### config.mk
export PLATFORM = sky130hd
export DESIGN_NAME = neuron_sequencer
export DESIGN_NICKNAME = d
export VERILOG_FILES = /design/src/rtl/neuron_seq_pkg.sv /design/src/rtl/neuron_seq_valid_pipe.sv /design/src/rtl/neuron_sequencer.sv
export SDC_FILE = /design/constraint.sdc
export NUM_CORES = 1
export LEC_CHECK = 0
export BUFFER_PORTS_ARGS = -buffer_cell sky130_fd_sc_hd__buf_4
export CAP_MARGIN = 10
export CORE_ASPECT_RATIO = 1.5
export CORE_UTILIZATION = 35
export DETAILED_ROUTE_END_ITERATION = 8
export SLEW_MARGIN = 20
export SYNTH_ARGS = -nofsm -noshare
export SYNTH_HDL_FRONTEND = slang
export SYNTH_SLANG_ARGS = --single-unit
### constraint.sdc
create_clock -name clk -period 2.3 [get_ports clk]
set_input_delay 0.46 -clock clk [delete_from_list [all_inputs] [get_ports clk]]
set_output_delay 0.46 -clock clk [all_outputs]
set_load 0.1 [all_outputs]
### src/rtl/neuron_seq_pkg.sv
// Shared definitions for the neuron sequencer: state encoding and fixed datapath constants.
package neuron_seq_pkg;

    localparam int unsigned DRAIN_CYCLES = 2;
    localparam int unsigned SIGMA_W      = 5;

    typedef enum logic [2:0] {
        StIdle,
        StClear,
        StIssue,
        StDrain,
        StCapture,
        StHold
    } seq_state_e;

endpackage

### src/rtl/neuron_seq_valid_pipe.sv
// Two-stage issue-valid delay line covering memory read latency plus the ALU adder register.
module neuron_seq_valid_pipe (
    input  logic clk,
    input  logic n_rst,
    input  logic issue_i,
    output logic valid_o
);

    logic [1:0] pipe_q;

    always_ff @(posedge clk or negedge n_rst) begin
        if (!n_rst) begin
            pipe_q <= '0;
        end else begin
            pipe_q <= {pipe_q[0], issue_i};
        end
    end

    assign valid_o = pipe_q[1];

endmodule

### src/rtl/neuron_sequencer.sv
// Layer sequencer: walks groups and neurons, drives the ALU and hands off one result per neuron.
// Optional build macro NEURON_SEQ_STALL_EN adds a mem_ready input that stalls group issue.
module neuron_sequencer
    import neuron_seq_pkg::*;
#(
    parameter int unsigned GROUP_W  = 8,
    parameter int unsigned NEURON_W = 4
) (
    input  logic                clk,
    input  logic                n_rst,
    input  logic                start,
    input  logic [GROUP_W-1:0]  num_groups,
    input  logic [NEURON_W-1:0] num_neurons,
`ifdef NEURON_SEQ_STALL_EN
    input  logic                mem_ready,
`endif
    output logic [GROUP_W-1:0]  group_addr,
    output logic [NEURON_W-1:0] neuron_idx,
    output logic                alu_clear,
    output logic                alu_accumulate,
    input  logic [SIGMA_W-1:0]  alu_sigma,
    output logic [SIGMA_W-1:0]  result,
    output logic                result_valid,
    input  logic                result_ack,
    output logic                busy,
    output logic                done,
    output logic                cfg_err
);

    localparam int unsigned DrainW = $clog2(DRAIN_CYCLES);

    seq_state_e          state_q, state_d;
    logic [GROUP_W-1:0]  groups_q, groups_d;
    logic [NEURON_W-1:0] neurons_q, neurons_d;
    logic [GROUP_W-1:0]  addr_q, addr_d;
    logic [NEURON_W-1:0] idx_q, idx_d;
    logic [SIGMA_W-1:0]  result_q, result_d;
    logic                valid_q, valid_d;
    logic                done_q, done_d;
    logic                err_q, err_d;
    logic [DrainW-1:0]   drain_q, drain_d;
    logic                issue;
    logic                mem_rdy;

`ifdef NEURON_SEQ_STALL_EN
    assign mem_rdy = mem_ready;
`else
    assign mem_rdy = 1'b1;
`endif

    always_comb begin
        state_d   = state_q;
        groups_d  = groups_q;
        neurons_d = neurons_q;
        addr_d    = addr_q;
        idx_d     = idx_q;
        result_d  = result_q;
        valid_d   = valid_q;
        drain_d   = drain_q;
        done_d    = 1'b0;
        err_d     = 1'b0;
        issue     = 1'b0;

        case (state_q)
            StIdle: begin
                if (start) begin
                    if ((num_groups != '0) && (num_neurons != '0)) begin
                        groups_d  = num_groups;
                        neurons_d = num_neurons;
                        idx_d     = '0;
                        addr_d    = '0;
                        state_d   = StClear;
                    end else begin
                        err_d = 1'b1;
                    end
                end
            end
            StClear: begin
                addr_d  = '0;
                state_d = StIssue;
            end
            StIssue: begin
                if (mem_rdy) begin
                    issue = 1'b1;
                    // Hold the address on the last group so it never overflows past the count.
                    if (addr_q == groups_q - GROUP_W'(1)) begin
                        drain_d = '0;
                        state_d = StDrain;
                    end else begin
                        addr_d = addr_q + GROUP_W'(1);
                    end
                end
            end
            StDrain: begin
                if (drain_q == DrainW'(DRAIN_CYCLES - 1)) begin
                    state_d = StCapture;
                end else begin
                    drain_d = drain_q + DrainW'(1);
                end
            end
            StCapture: begin
                result_d = alu_sigma;
                valid_d  = 1'b1;
                state_d  = StHold;
            end
            StHold: begin
                if (result_ack && valid_q) begin
                    valid_d = 1'b0;
                    if (idx_q == neurons_q - NEURON_W'(1)) begin
                        done_d  = 1'b1;
                        state_d = StIdle;
                    end else begin
                        idx_d   = idx_q + NEURON_W'(1);
                        addr_d  = '0;
                        state_d = StClear;
                    end
                end
            end
            default: begin
                state_d = StIdle;
            end
        endcase
    end

    always_ff @(posedge clk or negedge n_rst) begin
        if (!n_rst) begin
            state_q   <= StIdle;
            groups_q  <= '0;
            neurons_q <= '0;
            addr_q    <= '0;
            idx_q     <= '0;
            result_q  <= '0;
            valid_q   <= 1'b0;
            drain_q   <= '0;
            done_q    <= 1'b0;
            err_q     <= 1'b0;
        end else begin
            state_q   <= state_d;
            groups_q  <= groups_d;
            neurons_q <= neurons_d;
            addr_q    <= addr_d;
            idx_q     <= idx_d;
            result_q  <= result_d;
            valid_q   <= valid_d;
            drain_q   <= drain_d;
            done_q    <= done_d;
            err_q     <= err_d;
        end
    end

    neuron_seq_valid_pipe u_valid_pipe (
        .clk     (clk),
        .n_rst   (n_rst),
        .issue_i (issue),
        .valid_o (alu_accumulate)
    );

    assign group_addr   = addr_q;
    assign neuron_idx   = idx_q;
    assign alu_clear    = (state_q == StClear);
    assign busy         = (state_q != StIdle);
    assign result       = result_q;
    assign result_valid = valid_q;
    assign done         = done_q;
    assign cfg_err      = err_q;

endmodule

==> flow_summary_export.csv <==
group,metric,value,unit
status,status,"finished, final reports clean",
sta,fin_crit_sh,95.2,%
synth,ys_ff_latch,38,
critical_path,worstPathArrival,2.42,ns
critical_path,end_kind,"flop",
global_routing,grt_max_degree,39,
synth,syn_area,0.00219,mm²
detailed_routing,drt_wl_total,4950,µm
sta,relSlewSlack,60.2,%
clock_tree,cts-root-buf,"clkbuf_8",
detailed_routing,wl_met1,1980,µm
global_routing,grt_use_total,16.4,%
sta,fin_crit,2.19,ns
floorplan,die_h,98.8,µm
placed_design,gp_congestion,0.801,
synth,yosys.area_share.simple,19.0,%
clock_tree,cts_tree,"built",
synth,synth-xor-area-share,7.04,%
detailed_routing,met3RoutedLength,188,µm
sta,finalSetupViolCount,0,
clock_tree,cts_buffers,5,
synth,synth.yosys.seq_area_share,43.5,%
layout,num_antenna_cells,0,
detailed_routing,routed.top_layer,"met4",
worst_hold_path,hp-class,"input pin to async pin",
critical_path,startpoint_type,"flop",
synth,synth-adder-area-share,2.29,%
synth,avgSynthCellArea,10.4,µm²
clock_tree,cts_hold_buf,0,
layout,n_fill_cell,546,
sta,fmax,0.456,GHz
global_routing,grt_pass1_wl,8250,µm
sta,fin_skew,0.0108,ns
sta,hold_violations,0,
critical_path,reg2reg_from,"groups_q[0]",
detailed_routing,wire_per_inst,14.4,µm
critical_path,critPathLaunch,"groups_q[0]",
floorplan,io_pins,44,
clock_tree,cts.sinks,38,
sta,tightestPinTransition,0.596,ns
clock_tree,clkSlewWorstSetupHoldPaths,0.08,ns
layout,final_core_util,48.3,%
synth,synth_edf_count,0,
layout,multi_input_area,0.00122,mm²
global_routing,grt_pass1_vias,1780,
synth,synth_compound_area_share,16.9,%
placed_design,dp_hpwl,3710,µm
critical_path,crit_type,"flop to flop",
clock_tree,htree_num_levels,2,
detailed_routing,ant_nets,0,
layout,final-seq-area,961,µm²
critical_path,slowest_delay,0.38,ns
floorplan,die_area,0.00657,mm²
layout,stdcell_count,343,
synth,syn_nets,236,
floorplan,die_x,66.5,µm
critical_path,crit_family,"simple AND/OR/NAND/NOR gates",
detailed_routing,met2_wirelength,2690,µm
synth,async_reset_ff_share,100,%
layout,drive_above_1_share,41.0,%
layout,final_area,0.00286,mm²
detailed_routing,vias,1821,
critical_path,worstPathRequired,2.53,ns
critical_path,path_buf_inv,1,
placed_design,numPortBuffers,43,
global_routing,antenna_found_initial,0,
synth,yosys_warnings,0,
detailed_routing,drcViolationCount,0,
layout,areaGrowthSynthToFinish,30.7,%
detailed_routing,drtPass1Iterations,4,
power,ir_worst_vdd,864,µV
critical_path,critical_path.cell_chain,"buf_4 > or2_1 > nor4_1 > xnor2_1 > nand3_2 > o2111ai_4 > o21a_1 > a2bb2oi_2",
placed_design,dp_cells,331,
placed_design,dpl_cell_area,0.00269,mm²
run,maxCapViolCount,0,
synth,synth_cells,211,
critical_path,critPathMaxFanout,6,
synth,yosysUniqueCellTypes,54,
synth,synth_mux_area_share,7.67,%
clock_tree,clock_latency,0.30,ns
floorplan,initial_core_util,37.0,%
synth,dominantRegCellSynth,"dfrtp_1",
floorplan,num_rows,34,
detailed_routing,first_iter_violations,32,
layout,final_nets,295,
power,leakage,1.24,nW
floorplan,placeableCoreArea,0.00591,mm²
synth,synth_top_family_by_area,"simple AND/OR/NAND/NOR gates",
clock_tree,cts_max_path_buffers,2,
global_routing,overflow,0,
sta,slew_viol_final,0,
detailed_routing,viasPerCell,5.31,
critical_path,crit_slowest_cell,"dfrtp_1",
power,cellPowerDensity,1440,mW/mm²
[synth_stat cells (2+ instances only)]
cell,instances,area share (%)
dfrtp_1,38,44
nand2_1,18,3.1
mux2_2,14,7.2
o21ai_0,12,2.7
nor3_1,11,2.5
inv_1,10,1.7
xor2_1,8,3.2
nor2_1,7,1.2
xnor2_1,7,2.8
a21oi_1,6,1.4
clkbuf_1,6,1.0
nand3_1,6,1.4
ha_1,4,2.3
nor2b_1,4,1.1
nor4_1,4,1.1
o21a_1,4,1.4
a2bb2oi_1,3,1.2
nand4_1,3,0.86
o21bai_1,3,1.0
a211oi_1,2,0.69
a21o_1,2,0.69
a31oi_1,2,0.57
a32o_1,2,0.92
buf_2,2,0.46
nand2b_1,2,0.57
o22ai_1,2,0.57
o31ai_2,2,1.1
[final cells by class]
cell class,count,share of cell area [%]
Sequential cell,38,33.6
Clock buffer,7,3.02
Tap cell,72,3.15
Clock inverter,1,0.175
Inverter,10,1.44
Multi-Input combinational cell,154,42.6
Timing Repair Buffer,61,16.0
[layer usage]
metal	GRT usage, %	up-vias
met3	2.89	12
met2	29.4	41
met1	19.1	891
li1	-	877
met4	5.73	0
met5	0	-
[stage by stage]
stage / worst slack (ns) / hold slack, ns / power (mW) / TNS (ns)
detailed placement: 0.0401 / 0.340 / 3.54 / 0
CTS: 0.0281 / 0.142 / 4.04 / 0
global placement: 0.0558 / 0.333 / 3.53 / 0
global route: -0.0541 / 0.169 / 4.35 / -0.116
finish: 0.109 / 0.125 / 4.11 / 0
floorplan: -0.0223 / 0.164 / 2.99 / -0.0223
[worst paths after layout]
| check | end | slack, ns | depth (start not counted) |
|---|---|---|---|
| setup / recovery | group_addr[7] | 0.11 | 8 |
| hold / removal | result[2] | 0.13 | 1 |
| setup reg to reg | group_addr[7] | 0.11 | 8 |
| hold reg to reg | u_valid_pipe.pipe_q[1] | 0.35 | 0 |
| max in group asynchronous | neuron_idx[3] | 1.80 | 1 |
| min in group clk | u_valid_pipe.pipe_q[1] | 0.35 | 0 |
[registers in the layout, summed over array words and instances (netlist names), 2 cells and up]
| register | cells |
|---|---|
| neurons_q | 4 |
| groups_q | 8 |
| neuron_idx | 4 |
| u_valid_pipe.pipe_q | 2 |
| group_addr | 8 |
| state_q | 3 |
| result | 5 |
[cell families after synthesis]
logic type,after synthesis
DFF,38
xor gates and xnor gates,16
AOI/OAI and AO/OA,49
muxes,15
buffers and inverters,19
adders and majority gates,4
and+or+nand+nor,70
[worst register-to-register path, stage by stage, from the launching register on]
cell and delay [ns]:
dfrtp_1 0.38, buf_4 0.15, or2_1 0.25, nor4_1 0.28, xnor2_1 0.26, nand3_2 0.17
o2111ai_4 0.31, o21a_1 0.19, a2bb2oi_2 0.13
[power by group]
part	internal, mW	switching, mW	total (mW)
Sequential	0.905	0.284	1.19
Clock	0.242	0.239	0.481
Combinational	0.902	1.54	2.44
Total	2.05	2.06	4.11
[cells in the final DEF (no fill, tap or decap), types with 4 or more instances in the layout]
| cell type | count |
|---|---|
| dfrtp_1 | 30 |
| buf_4 | 61 |
| nor3_1 | 8 |
| nand2_1 | 18 |
| dfrtp_2 | 8 |
| xnor2_1 | 7 |
| nor4_1 | 4 |
| a21oi_1 | 6 |
| xor2_1 | 8 |
| nand3_1 | 6 |
| mux2_2 | 14 |
| inv_1 | 9 |
| o21ai_0 | 12 |
| clkbuf_8 | 6 |
| nor2b_1 | 4 |
| o21a_1 | 4 |
| nor2_1 | 6 |
[what timing repair did]
item / in CTS / in global routing
resized for setup: 0 / 8
setup endpoints to repair: 0 / 10
buffers inserted: 0 / 4
Power figures use the tool's default switching activity.
